**src/rtl/fifo_rd_packer.sv**
```systemverilog
// fifo_rd_packer: read-domain consumer of the async FIFO. Pops entries from a
// first-word-fall-through port, packs PACK lanes into one output word and
// presents it on a valid/ready stream with a lane-keep mask. A flush request
// emits the current partial word.
// Optional build macro PACKER_FLUSH_TIMEOUT_EN adds an idle timer that raises an
// internal flush after FLUSH_CYCLES idle cycles with a partial word held.
module fifo_rd_packer #(
  parameter int DATA_SIZE    = 8,
  parameter int PACK         = 4,
  parameter int FLUSH_CYCLES = 16
) (
  input  logic                      rd_clk,
  input  logic                      rd_rstn,
  input  logic                      rd_empty,
  input  logic [DATA_SIZE-1:0]      rd_data,
  output logic                      rd_inc,
  input  logic                      flush,
  output logic                      out_valid,
  input  logic                      out_ready,
  output logic [DATA_SIZE*PACK-1:0] out_data,
  output logic [PACK-1:0]           out_keep,
  output logic [15:0]               word_cnt
);

  localparam int IW = $clog2(PACK);
  localparam logic [IW-1:0] LAST = IW'(PACK - 1);

  // Reject parameter sets the lane index or idle timer cannot represent.
  if (PACK < 2 || PACK > 16 || FLUSH_CYCLES < 1 || FLUSH_CYCLES > 65535) begin : g_bad_param
    $error("fifo_rd_packer: parameter out of range");
  end

  logic [DATA_SIZE-1:0]      r_acc [PACK];
  logic [IW-1:0]             r_idx;
  logic                      r_flush_pend;
  logic                      r_out_valid;
  logic [DATA_SIZE*PACK-1:0] r_out_data;
  logic [PACK-1:0]           r_out_keep;
  logic [15:0]               r_word_cnt;

  logic                      w_out_free;
  logic                      w_pop;
  logic                      w_word_done;
  logic                      w_service;
  logic                      w_xfer;
  logic                      w_timeout;
  logic [DATA_SIZE*PACK-1:0] w_full_data;
  logic [DATA_SIZE*PACK-1:0] w_part_data;
  logic [PACK-1:0]           w_part_keep;

  // The last lane may only be popped when the output register can take the word;
  // a pending flush freezes popping so the partial word is cut cleanly.
  assign w_out_free  = !r_out_valid || out_ready;
  assign w_pop       = rd_rstn && !rd_empty && !r_flush_pend && (r_idx != LAST || w_out_free);
  assign w_word_done = w_pop && (r_idx == LAST);
  assign w_service   = r_flush_pend && (r_idx != '0) && w_out_free;
  assign w_xfer      = r_out_valid && out_ready;

  // Build the full word (head entry fills the top lane) and the zero-padded partial word.
  always_comb begin
    w_full_data = '0;
    w_part_data = '0;
    w_part_keep = '0;
    for (int i = 0; i < PACK; i++) begin
      if (i == PACK - 1) begin
        w_full_data[i*DATA_SIZE +: DATA_SIZE] = rd_data;
      end else begin
        w_full_data[i*DATA_SIZE +: DATA_SIZE] = r_acc[i];
      end
      if (IW'(i) < r_idx) begin
        w_part_data[i*DATA_SIZE +: DATA_SIZE] = r_acc[i];
        w_part_keep[i]                        = 1'b1;
      end
    end
  end

`ifdef PACKER_FLUSH_TIMEOUT_EN
  logic [15:0] r_idle_tmr;

  // Idle down-timer: reloads on any pop or when no lanes are held, expires at zero.
  always_ff @(posedge rd_clk or negedge rd_rstn) begin
    if (!rd_rstn) begin
      r_idle_tmr <= 16'(FLUSH_CYCLES);
    end else if (r_idx == '0 || w_pop) begin
      r_idle_tmr <= 16'(FLUSH_CYCLES);
    end else if (r_idle_tmr != '0) begin
      r_idle_tmr <= r_idle_tmr - 16'd1;
    end
  end

  assign w_timeout = (r_idx != '0) && (r_idle_tmr == '0);
`else
  assign w_timeout = 1'b0;
`endif

  // Accumulate popped lanes below the top lane.
  always_ff @(posedge rd_clk or negedge rd_rstn) begin
    if (!rd_rstn) begin
      for (int i = 0; i < PACK; i++) r_acc[i] <= '0;
    end else if (w_pop && !w_word_done) begin
      r_acc[r_idx] <= rd_data;
    end
  end

  // Lane index advances per pop and returns to lane 0 on word completion or flush.
  always_ff @(posedge rd_clk or negedge rd_rstn) begin
    if (!rd_rstn) begin
      r_idx <= '0;
    end else if (w_pop) begin
      r_idx <= w_word_done ? '0 : r_idx + IW'(1);
    end else if (w_service) begin
      r_idx <= '0;
    end
  end

  // Sticky flush request; dropped once serviced or when there is nothing to flush.
  always_ff @(posedge rd_clk or negedge rd_rstn) begin
    if (!rd_rstn) begin
      r_flush_pend <= 1'b0;
    end else begin
      r_flush_pend <= flush || w_timeout || (r_flush_pend && !w_service && r_idx != '0);
    end
  end

  // One-entry output register: load a full or flushed word, clear valid on transfer.
  always_ff @(posedge rd_clk or negedge rd_rstn) begin
    if (!rd_rstn) begin
      r_out_valid <= 1'b0;
      r_out_data  <= '0;
      r_out_keep  <= '0;
    end else if (w_word_done) begin
      r_out_valid <= 1'b1;
      r_out_data  <= w_full_data;
      r_out_keep  <= '1;
    end else if (w_service) begin
      r_out_valid <= 1'b1;
      r_out_data  <= w_part_data;
      r_out_keep  <= w_part_keep;
    end else if (w_xfer) begin
      r_out_valid <= 1'b0;
    end
  end

  // Count accepted words, wrapping at 16 bits.
  always_ff @(posedge rd_clk or negedge rd_rstn) begin
    if (!rd_rstn) begin
      r_word_cnt <= '0;
    end else if (w_xfer) begin
      r_word_cnt <= r_word_cnt + 16'd1;
    end
  end

  assign rd_inc    = w_pop;
  assign out_valid = r_out_valid;
  assign out_data  = r_out_data;
  assign out_keep  = r_out_keep;
  assign word_cnt  = r_word_cnt;

endmodule

```
**config.mk**
```make
export PLATFORM = sky130hd
export DESIGN_NAME = fifo_rd_packer
export DESIGN_NICKNAME = d
export VERILOG_FILES = /design/src/rtl/fifo_rd_packer.sv
export SDC_FILE = /design/constraint.sdc
export NUM_CORES = 1
export LEC_CHECK = 0
export CAP_MARGIN = 10
export CORE_ASPECT_RATIO = 1.2
export CORE_MARGIN = 1.5
export CORE_UTILIZATION = 51
export CTS_CLUSTER_DIAMETER = 200
export CTS_CLUSTER_SIZE = 8
export DETAILED_ROUTE_END_ITERATION = 8
export PLACE_DENSITY = 0.8
export SLEW_MARGIN = 10
export SYNTH_ARGS = -nofsm -noshare
export SYNTH_HDL_FRONTEND = slang
export SYNTH_SLANG_ARGS = --single-unit
export TNS_END_PERCENT = 50
```
**constraint.sdc**
```tcl
create_clock -name rd_clk -period 2.6 [get_ports rd_clk]
set_clock_uncertainty 0.05 [all_clocks]
set_input_delay 0.52 -clock rd_clk [delete_from_list [all_inputs] [get_ports rd_clk]]
set_output_delay 0.52 -clock rd_clk [all_outputs]
set_load 0.02 [all_outputs]
```
Word-level counts from Yosys, hierarchy flattened --
Cells that the tools add are included.
Cells by class: reduce and logical (&&, ||, !) cells 23, add/sub/neg operators 2, equal/unequal tests 2, bitwise operators 1, $lt $le $gt $ge 6, multiplexer cells 21
Operators with widths (number):
- 32-bit two-way mux | 2
- 8-bit two-way mux | 5
- 32-bit bitwise mux | 1
- 16-bit by 1-bit adder with 16-bit output, second input constant | 1
- 8-bit demux with 2-bit select | 1
- 1-bit logical AND | 11
- 4-bit two-way mux | 2
- 1-bit two-way mux | 7
- 2-bit two-way mux | 3
- 2-bit nonzero test | 3
- 1-bit zero test | 5
- 1-bit by 2-bit less-than comparator with 1-bit output, first input constant | 2
- 2-bit less-than comparator, first input constant | 2
- 3-bit greater-or-equal comparator, second input constant | 1
- 1-bit logical OR | 3
- 3-bit by 1-bit less-than comparator with 1-bit output, second input constant | 1
- 2-bit NOT with 3-bit output | 1
- 3-bit nonzero test | 1
- 2-bit by 1-bit adder with 2-bit output, second input constant | 1
- 2-bit equality test, second input constant | 1
- 2-bit inequality test, second input constant | 1
Storage, ports and cells: output and inout bits 54, register bits 88

Logic depth before layout (Yosys ltp) --
Gate-level depths: netlist of the first run.
depth in word-level cells 7, mapped depth 8, depth with buffers taken out 6

Worst setup path before layout of the first run --
OpenSTA, ideal clock, no wires.
kind register to register, from register r_idx[1], to register r_out_keep[2] (netlist: out_keep[2]), stages on the path, launching flop included 8, path slack 0.624 ns, arrival 1.805 ns, clock period less this slack 1.976 ns, setup time 0.121 ns, cell sequence dfrtp_1 -> clkbuf_1 -> inv_1 -> ha_1 -> nor2b_1 -> nand2_1 -> clkbuf_1 -> a22o_1
On the way: cells in the longest elaborated chain, start to end 5, elaborated cells on any way between the ends 13, those cells by class 1 x order compare; 2 x eq/ne; 3 x mux; 7 x reduce/logical
RTL lines:
- from (decl) | RTL line 34 | logic [IW-1:0] r_idx;
- from (signal assigned) | RTL line 110 | r_idx <= w_word_done ? '0 : r_idx + IW'(1);
- branches (longest 5 deep; another with 2-bit less-than comparator)
- to (signal assigned) | RTL line 138 | r_out_keep <= w_part_keep;
- to (decl) | RTL line 38 | logic [PACK-1:0] r_out_keep;
Several ways; the timed one is not identified. The select of a mux whose other input is x is not followed. A chain may end at the register's enable or synchronous reset.

Final worst setup path of the first run --
from input out_ready, to output rd_inc
On the way: cells in the longest elaborated chain, start to end 3
RTL lines:
- from (decl) | RTL line 19 | input logic out_ready,
- 1-bit logical OR | RTL line 53 | assign w_out_free = !r_out_valid || out_ready;
- 1-bit logical OR | RTL line 54 | assign w_pop = rd_rstn && !rd_empty && !r_flush_pend && (r_idx != LAST || w_out_free);
- 1-bit logical AND | RTL line 54
- to (decl) | RTL line 16 | output logic rd_inc,
No other way between the ends.

==> results of run 1 <==
-- cell families after synthesis --
family | after synthesis | synth area share [%]
buffers and inverters | 16 | 2.656
flip-flops | 80 | 61.59
multiplexers | 33 | 11.66
AO/OA/AOI/OAI | 25 | 5.543
AND/OR/NAND/NOR | 80 | 11.82
adder cells (fa/ha/maj) | 7 | 2.694
XOR/XNOR | 15 | 4.042
-- worst paths after layout --
| check | from | to | slack, ps | depth (start not counted) |
|---|---|---|---|---|
| hold / removal | rd_rstn | word_cnt[4] | 380 | 2 |
| min in group rd_clk | out_keep[3] | out_keep[3] | 430 | 2 |
| setup / recovery | out_ready | rd_inc | 170 | 6 |
| hold reg to reg | out_keep[3] | out_keep[3] | 430 | 2 |
| setup reg to reg | r_idx[1] | out_keep[2] | 620 | 7 |
| max in group asynchronous | rd_rstn | out_data[12] | 1490 | 2 |
-- flip-flops by register name, indices dropped and copies added (netlist names) --
signal,cells
r_idx,2
out_valid,1
word_cnt,16
out_data,32
out_keep,4
r_acc,24
r_flush_pend,1
-- layer usage --
layer	global-route usage (%)	wire [um]
met1	29.55	2868
met2	34.20	3359
met3	4.464	285
met4	9.226	163
met5	0	0
-- cell usage after synthesis --
| cell | number |
|---|---|
| a22o_1 | 10 |
| and2_1 | 1 |
| and4bb_2 | 1 |
| mux2_2 | 30 |
| a31o_2 | 1 |
| mux2_1 | 1 |
| dfrtp_1 | 80 |
| and3_4 | 1 |
| mux2_4 | 2 |
| buf_4 | 1 |
| nor3b_2 | 1 |
| ha_1 | 7 |
| a21oi_4 | 1 |
| xnor2_1 | 9 |
| inv_1 | 7 |
| nor2b_1 | 1 |
| nand2_1 | 38 |
| and4_1 | 1 |
| and3_1 | 3 |
| nor2_1 | 5 |
| buf_6 | 3 |
| nand2b_1 | 1 |
| xor2_1 | 6 |
| o21ai_0 | 12 |
| clkbuf_1 | 5 |
| a21o_1 | 1 |
| nand3_1 | 23 |
| nand4_1 | 4 |
-- stage by stage --
| step | setup WS, ps | util (%) | instances | total power, mW | area (um2) |
|---|---|---|---|---|---|
| 3_5_place_dp | -85.68 | 66.32 | 405 | 3.417 | 4039 |
| 6_report | 169.6 | 69.71 | 421 | 4.304 | 4245 |
| 3_3_place_gp | -78.76 | 66.32 | 405 | 3.353 | 4039 |
| 2_1_floorplan | 623.8 | - | 256 | 2.740 | 3251 |
| 5_1_grt | 74.29 | 69.71 | 421 | 4.561 | 4245 |
| 4_1_cts | 134.1 | 69.71 | 421 | 4.353 | 4245 |
-- cell usage in the layout (no fill, tap or decap), drive strengths merged, types with 9 or more instances in the layout --
cell,count
dfrtp,80
o21ai,12
nand2,38
clkdlybuf4s50,64
buf,11
nand3,23
a22o,10
clkbuf,12
xnor2,9
mux2,33
-- cell type report --
type                       count  area [um2]  area share, %
clock buffer                  12       155.1          3.655
clock inverter                 4       52.55          1.238
inverter                       7       26.28         0.6189
multi-input combinational    160        1162          27.38
sequential                    80        2002          47.16
tap                           82       102.6          2.417
timing repair buffer          76       744.5          17.54
-- repair_timing --
action	CTS	global route
gates resized for setup	1	0
buffers inserted	0	0
endpoints found under the setup margin	1	0
hold buffers	0	0
-- power by group through the flow --
stage | sequential (mW) | combinational, mW | clock, mW
detailed placement | 1.91 | 1.50 | 0
global route | 1.94 | 1.63 | 0.995
floorplan | 2.10 | 0.635 | 0
global placement | 1.90 | 1.46 | 0
finish | 1.89 | 1.49 | 0.923
CTS | 1.90 | 1.50 | 0.953
-- worst max-delay path, cell delays in order --
cell             delay, ps
clkdlybuf4s50_1        470
nand2b_1               190
o21ai_0                190
buf_4                  150
inv_1                   30
dlygate4sd2_1          310
==> results.md, run 1 <==
- Status: finished, final reports clean
- Area delta synth->final: 30.60%
- TNS Setup: 0 ps
- Post-synth top area cell: dfrtp_1
- Num CTS Buffers: 9
- Tcrit/Tclk final: 93.48%
- Post-synth cell types: 28
- Total track usage: 22.00%
- Ports: 67
- CTS root buf: clkbuf_8
- # DRC: 0
- Mapped Cells: between 200 and 300
- Unrepaired setup endpoints after global routing: false
- Leakage power total: just under 2 nW
- Crit path arrival time: 1860 ps
- # port buffers: 66
- Worst vdd ir: 0.6952 mV
- Crit Path Category: input pin to primary output
- Sequential share of the synthesized area: about three fifths
- Final-report hold violation count: 0
- GRT Residual Overflow: 0
- Relative max-transition margin: 34.98%
- Synthesized flop and latch total: 80
- Cell Rows: 31
- Vias in the first global route: 2317
- Top cells by area, synth: dfrtp_1, mux2_2, nand2_1
- Die area: 6864 um2
- Internal power: between 2 and 3 mW
- Clock Pin Slew Worst Setup and Hold Paths: 80 ps
- Initial antenna violation count: 0
- Synth Warn #: 0
- Die X: 75.88 um
- P_sw: approximately 1.4 mW
- Syn_area_per_cell: 12.70 um2
- Via count: 2201
- Die Ht: 90.46 um
- Vias per cell: ~5.2
- Clock sink count: 80
- Crit path required time: 2030 ps
- Clock power share: a little over a fifth
- Worst-Skew Late Latency: 340 ps
- Final Setup Violations: 0
- Antenna diodes: 0
- Largest net degree at the start of global routing: 81
- Syn Nets: 276
- First-pass iteration count of the detailed router: 4
- Hold slack: 382.3 ps
- Comb pwr share: 34.5%
- Routed WL: 6677 um
- Crit path capture type: primary output
- Pwr dens: just over 1000 nW/um2
- Post-DP HPWL: 4703 um
- Crit path time final: between 2000 and 2500 ps
- Post-synthesis cell area: roughly 3300 um2
- Sequential fraction of design power: between 40% and 50%
- TritonCTS clock tree: done
- Routed Antenna Nets: 0
- Max Cap Violations: 0
- Worst setup SP type: input pin
- H-tree depth: 3
- Worst slew pin tran: 975.4 ps
- Layout cell share with drive strength beyond 1: 18.58%
- Max Clk Rate: between 0.4 and 0.5 GHz
- Max-slew violations: 0
- Synth top area share: about three fifths
- Filler instances: roughly 460
- Final net count: 354
- Global-route wire length before repair: 11340 um
- Wire per inst: around 16 um
- Placeable core region: about 6100 um2
- Gp weighted congestion: about 0.84
- Crit-path max FO: 5
- Drt initial violations: 110
- Clock Tree Buf Depth: 2
- Initial Utilization: 53.38%
- Hold crit path type: input pin to async pin
- Sw Ratio: 32.56%
No activity file was read; power rests on OpenSTA's default activity.
==> inputs of run 2 (changes only) <==
--- a/config.mk
+++ b/config.mk
@@ -7,13 +7,14 @@
 export LEC_CHECK = 0
 export CAP_MARGIN = 10
 export CORE_ASPECT_RATIO = 1.2
-export CORE_MARGIN = 1.5
+export CORE_MARGIN = 3
 export CORE_UTILIZATION = 51
 export CTS_CLUSTER_DIAMETER = 200
 export CTS_CLUSTER_SIZE = 8
 export DETAILED_ROUTE_END_ITERATION = 8
 export PLACE_DENSITY = 0.8
-export SLEW_MARGIN = 10
+export SETUP_SLACK_MARGIN = 0.3
+export SLEW_MARGIN = 20
 export SYNTH_ARGS = -nofsm -noshare
 export SYNTH_HDL_FRONTEND = slang
 export SYNTH_SLANG_ARGS = --single-unit
==> results.md, run 2 (synthesis gave the netlist of run 1 again) <==
- Status: finished, final reports clean
- Tcrit/Tclk final: 83.91% (-9.6 points)
- Clock sink count: 80 (unchanged)
- Crit path required time: 2030 ps (about the same)
- First-pass iteration count of the detailed router: 4 (unchanged)
- Worst-Skew Late Latency: 350 ps (about the same)
- Cell Rows: 31 (unchanged)
- Worst Path Buf+Inv: 4 (unchanged)
- TritonCTS clock tree: done
- Setup ws final: 418.5 ps (+248.9 ps)
- Die area: 7372 um2 (+7.4%)
- Clock power share: 19.3% (-2.1 points)
- Placed Area: 4054 um2 (+0.37%)
- Routed Antenna Nets: 0 (unchanged)
- Final net count: 356 (+0.56%)
- Vias per cell: 5.243 (+0.30%)
- Clock Pin Slew Worst Setup and Hold Paths: 80 ps (about the same)
- Hold crit path type: input pin to async pin
- Max FFs per register: 32 (unchanged)
- Max Clk Rate: 0.4584 GHz (+11%)
- Sw Ratio: 33.79% (+1.2 points)
- Largest net degree at the start of global routing: 81 (unchanged)
- Design Area, Final: 4235 um2 (-0.24%)
- Worst path cell trace: clkdlybuf4s50_1 > nor3b_2 > o21ai_2 > buf_4 > inv_1 > buf_2
- Gp weighted congestion: 0.7954 (-5.1%)
- Unrepaired setup endpoints after global routing: false
- Max Cap Violations: 0 (unchanged)
- Filler instances: 469 (+1.7%)
- Comb pwr share: 35.7% (+1.2 points)
- CP delay by family, top: buffers and inverters
- Drt initial violations: 85 (-23%)
- Num CTS Buffers: 9 (unchanged)
- Initial antenna violation count: 0 (unchanged)
- Routed WL: 6791 um (+1.7%)
- CP peak stage delay: 430 ps (-40 ps)
- Vias in the first global route: 2225 (-4.0%)
- Worst vdd ir: 0.7395 mV (+6.4%)
- Max-slew violations: 0 (unchanged)
- Worst setup SP type: input pin
- Hold_buf cts: 0 (unchanged)
- Clock Tree Buf Depth: 2 (unchanged)
- Sequential fraction of design power: 44.9% (+0.9 points)
- CTS root buf: clkbuf_8
- Placeable core region: 6090 um2 (unchanged)
- Ports: 67 (unchanged)
- Post-DP HPWL: 4689 um (-0.28%)
- Die X: 78.88 um (+4.0%)
- Final-report hold violation count: 0 (unchanged)
- Most common cell after layout, fill and taps aside: dfrtp_1
- Crit path capture type: primary output
- Via count: 2218 (+0.77%)
- Internal power: 2.789 mW (-3.9%)
- Pwr dens: 994.5 nW/um2 (-1.9%)
- H-tree depth: 3 (unchanged)
- GRT Residual Overflow: 0 (unchanged)
- # port buffers: 66 (unchanged)
- Setup bufs post-CTS: 0 (unchanged)
- Most frequent cells in the layout: dfrtp_1, clkdlybuf4s50_1, nand2_1
- # DRC: 0 (unchanged)
- Initial Utilization: 53.38% (unchanged)
- Crit path time final: 2182 ps (-248.9 ps)
- Worst slew pin tran: 973.7 ps (-1.634 ps)
- Dpl ws: -58.76 ps (+26.92 ps)
- Leakage power total: 1.991 nW (+0.27%)
- Layout cell share with drive strength beyond 1: 20.23% (+1.7 points)
- Global-route wire length before repair: 11030 um (-2.7%)
- Crit-path max FO: 2 (-3)
- CP max stage cell: clkdlybuf4s50_1
- Area delta synth->final: 30.29%
- Wire per inst: 16.05 um (+1.2%)
- Total track usage: 19.95% (-2.0 points)
- Crit path arrival time: 1610 ps (-250 ps)
- P_sw: 1.423 mW (+1.6%)
- Antenna diodes: 0 (unchanged)
- Relative max-transition margin: 35.09% (+0.11 points)
- Die Ht: 93.46 um (+3.3%)
- Crit Path Category: input pin to primary output
- Final Setup Violations: 0 (unchanged)
[run 2: timing repair]
action / CTS / global route
gates resized for setup: 4 / 4
endpoints found under the setup margin: 1 / 1
pin swaps: 0 / 1
cloned: 0 / 0
endpoints found under the hold margin: 0 / 0
[run 2: routing by layer]
metal / vias to the layer above / global-route usage [%] / share of wire (%)
met4: 0 / 10.32 / 2.4
met5: - / 0 / 0
met2: 73 / 32.22 / 49
met3: 13 / 4.046 / 6.1
met1: 1093 / 25.45 / 42
li1: 1039 / - / -
[run 2: stage by stage]
| step | util, % | std cells | TNS (ps) | hold slack (ps) | power, mW |
|---|---|---|---|---|---|
| global route | 69.55 | 423 | 0 | 441.4 | 4.470 |
| global placement | 66.57 | 407 | -64.69 | 410.5 | 3.370 |
| detailed placement | 66.57 | 407 | -58.76 | 411.7 | 3.420 |
| floorplan | - | 256 | 0 | 174.4 | 2.740 |
| finish | 69.55 | 423 | 0 | 377.5 | 4.212 |
| CTS | 69.43 | 423 | 0 | 413.7 | 4.243 |
[run 2: path summary, 6_finish.rpt]
kind | from | endpoint | slack, ps | depth (start not counted)
setup reg to reg | r_idx[1] | out_data[15] | 590 | 8
hold / removal | rd_rstn | word_cnt[4] | 380 | 2
min in group rd_clk | word_cnt[15] | word_cnt[15] | 420 | 1
hold reg to reg | word_cnt[15] | word_cnt[15] | 420 | 1
setup / recovery | rd_empty | rd_inc | 420 | 6
max in group asynchronous | rd_rstn | r_acc[23] | 1500 | 2
[run 2: power by group through the flow]
stage	Clock, mW	Combinational [mW]	Sequential (mW)
floorplan	0	0.635	2.10
global placement	0	1.48	1.89
detailed placement	0	1.51	1.91
CTS	0.835	1.52	1.89
global route	0.895	1.63	1.94
finish	0.815	1.51	1.89
[run 2: final cells by class]
type	instances	area [um2]	share of cell area [%]
inverter	7	26.28	0.6204
clock inverter	5	31.28	0.7386
timing repair buffer	78	755.7	17.84
clock buffer	11	141.4	3.338
sequential	80	2002	47.27
tap	82	102.6	2.422
multi-input combinational	160	1176	27.77
==> inputs of run 3 (changes only) <==
--- a/config.mk
+++ b/config.mk
@@ -8,11 +8,11 @@
 export CAP_MARGIN = 10
 export CORE_ASPECT_RATIO = 1.2
 export CORE_MARGIN = 3
-export CORE_UTILIZATION = 51
+export CORE_UTILIZATION = 46
 export CTS_CLUSTER_DIAMETER = 200
 export CTS_CLUSTER_SIZE = 8
 export DETAILED_ROUTE_END_ITERATION = 8
-export PLACE_DENSITY = 0.8
+export PLACE_DENSITY = 0.76
 export SETUP_SLACK_MARGIN = 0.3
 export SLEW_MARGIN = 20
 export SYNTH_ARGS = -nofsm -noshare
==> constraint.sdc (replaced) <==
create_clock -name rd_clk -period 1.9 [get_ports rd_clk]
set_clock_uncertainty 0.05 [all_clocks]
set_input_delay 0.38 -clock rd_clk [delete_from_list [all_inputs] [get_ports rd_clk]]
set_output_delay 0.38 -clock rd_clk [all_outputs]
set_load 0.02 [all_outputs]
==> results.md, run 3 (synthesis gave the netlist of run 1 again) <==
- Max Cap Violations: 0 (unchanged)
- Max Clk Rate: around 0.55 GHz
- CTS root buf: clkbuf_8
- Hold_buf cts: 0 (unchanged)
- Placeable core region: 6646 um2 (+9.1%)
- Layout cell share with drive strength beyond 1: 28.85% (+8.6 points)
- Clock Tree Buf Depth: 2 (unchanged)
- Tcrit/Tclk final: 95.77%
- H-tree depth: 3 (unchanged)
- Via count: 2345 (+5.7%)
- GRT Residual Overflow: 0 (unchanged)
- Worst setup SP type: register
- Largest net degree at the start of global routing: 81 (unchanged)
- Setup ws final: 80.45 ps (-338.0 ps)
- Ports: 67 (unchanged)
- R2R Path Start: r_idx[1]
- Final Setup Violations: 0 (unchanged)
- Area of the multi-input gates: 1244 um2 (+5.7%)
- Clock Pin Slew Worst Setup and Hold Paths: 80 ps (about the same)
- Initial antenna violation count: 0 (unchanged)
- Unrepaired setup endpoints after global routing: true
- Wire per inst: 16.46 um (+2.5%)
- First-pass iteration count of the detailed router: 4 (unchanged)
- Pwr dens: 1359 nW/um2 (+37%)
- Post-DP HPWL: 4979 um (+6.2%)
- Drt initial violations: 86 (+1.2%)
- Worst vdd ir: 0.8082 mV (+9.3%)
- Leakage power total: 2.703 nW (+36%)
- Total track usage: 19.49% (-0.47 points)
- Crit Path Category: register to primary output
- Relative max-transition margin: 34.53% (-0.55 points)
- Routed WL: 7392 um (+8.8%)
- Routed Antenna Nets: 0 (unchanged)
- Worst-Skew Late Latency: 340 ps (about the same)
- R2R depth: 6 (-2)
- Global-route wire length before repair: 11790 um (+6.8%)
- # port buffers: 66 (unchanged)
- Die Ht: 98.09 um (+5.0%)
- Status: finished, final reports clean
- Filler instances: 517 (+10%)
- Worst slew pin tran: 982.0 ps (+8.311 ps)
- Die area: 8116 um2 (+10%)
- Antenna diodes: 0 (unchanged)
- Final net count: 379 (+6.5%)
- Crit path arrival time: 1390 ps (-220 ps)
- Num CTS Buffers: 9 (unchanged)
- R2R Setup Slk: 140 ps (-450 ps)
- Die X: 82.74 um (+4.9%)
- Hold slack: 238.8 ps (-138.7 ps)
- Crit-path max FO: 2 (unchanged)
- Vias per cell: 5.223 (-0.40%)
- Crit path time final: 1820 ps
- Vias in the first global route: 2437 (+9.5%)
- Reg2reg end: out_data[7]
- Final-report hold violation count: 0 (unchanged)
- TritonCTS clock tree: done
- Clock sink count: 80 (unchanged)
- Area delta synth->final: 40.76%
- Max FFs per register: 32 (unchanged)
- Max-slew violations: 0 (unchanged)
- Crit path required time: 1470 ps (-560 ps)
- Cell Rows: 32 (+3.2%)
- Register Area: 2003 um2 (about the same)
- Most frequent cells in the layout: dfrtp_1, nand2_1, buf_4
- Dpl ws: -483.5 ps (-424.7 ps)
- Hold crit path type: input pin to async pin
- # DRC: 0 (unchanged)
- Crit path capture type: primary output
- Initial Utilization: 48.91% (-4.5 points)
- Gp weighted congestion: 0.7440 (-6.5%)
- Most common cell after layout, fill and taps aside: dfrtp_1
==> run 3: cell types whose count changed in the layout (fill, tap and decap cells not counted), sizes merged <==
cell | previous run | this run
dlygate4sd2 | 0 | 27
buf | 14 | 37
clkdlybuf4s50 | 64 | 9
bufinv | 0 | 1
clkbuf | 11 | 10
dlymetal6s2s | 0 | 26
clkinvlp | 1 | 3
clkdlybuf4s15 | 0 | 1
clkinv | 3 | 2
==> run 3: per-stage QoR <==
stage	power (mW)	cells	utilization, %	TNS (ps)	cell area (um2)
after detailed placement	4.840	428	63.14	-9445	4197
after global routing	6.588	449	68.84	0	4576
final	6.220	449	68.84	0	4576
after global placement	4.761	428	63.14	-8411	4197
after CTS	6.148	447	66.92	0	4448
after floorplan	3.760	256	-	0	3256
==> run 3: routing by layer <==
layer  vias up  global-route usage (%)  wire [um]
li1       1085                       -          -
met1      1180                   24.82       3104
met2        71                   31.11       3773
met3         9                   6.089        422
met4         0                   6.792         92
met5         -                       0          0
==> run 3: worst max path at each step <==
stage,startpoint,endpoint
after CTS,r_idx[1],rd_inc
after floorplan,out_valid,out_data[6]
final,r_idx[1],rd_inc
after global placement,rd_empty,rd_inc
after detailed placement,rd_empty,rd_inc
after global routing,r_idx[1],rd_inc
==> run 3: layout make-up <==
class / instances / share of cell area (%)
multi-input combinational: 160 / 27.18
clock inverter: 7 / 1.559
sequential: 80 / 43.78
timing repair buffer: 101 / 21.88
clock buffer: 9 / 2.707
inverter: 7 / 0.5742
tap: 85 / 2.324
==> run 3: timing repair <==
action	CTS	global route
setup endpoints to repair	116	97
buffers inserted	2	2
pin swaps	5	14
gates resized for setup	56	41
cloned	1	0
==> run 3: critical path, cell delays in order, from the launching register on <==
cell	delay (ps)
dfrtp_1	430
ha_4	170
inv_2	40
o21ai_2	130
buf_4	130
inv_2	30
buf_6	110
==> run 3: where the power goes <==
group / internal [mW] / switching, mW
clock: 0.606 / 0.627
sequential: 2.24 / 0.360
combinational: 1.26 / 1.13
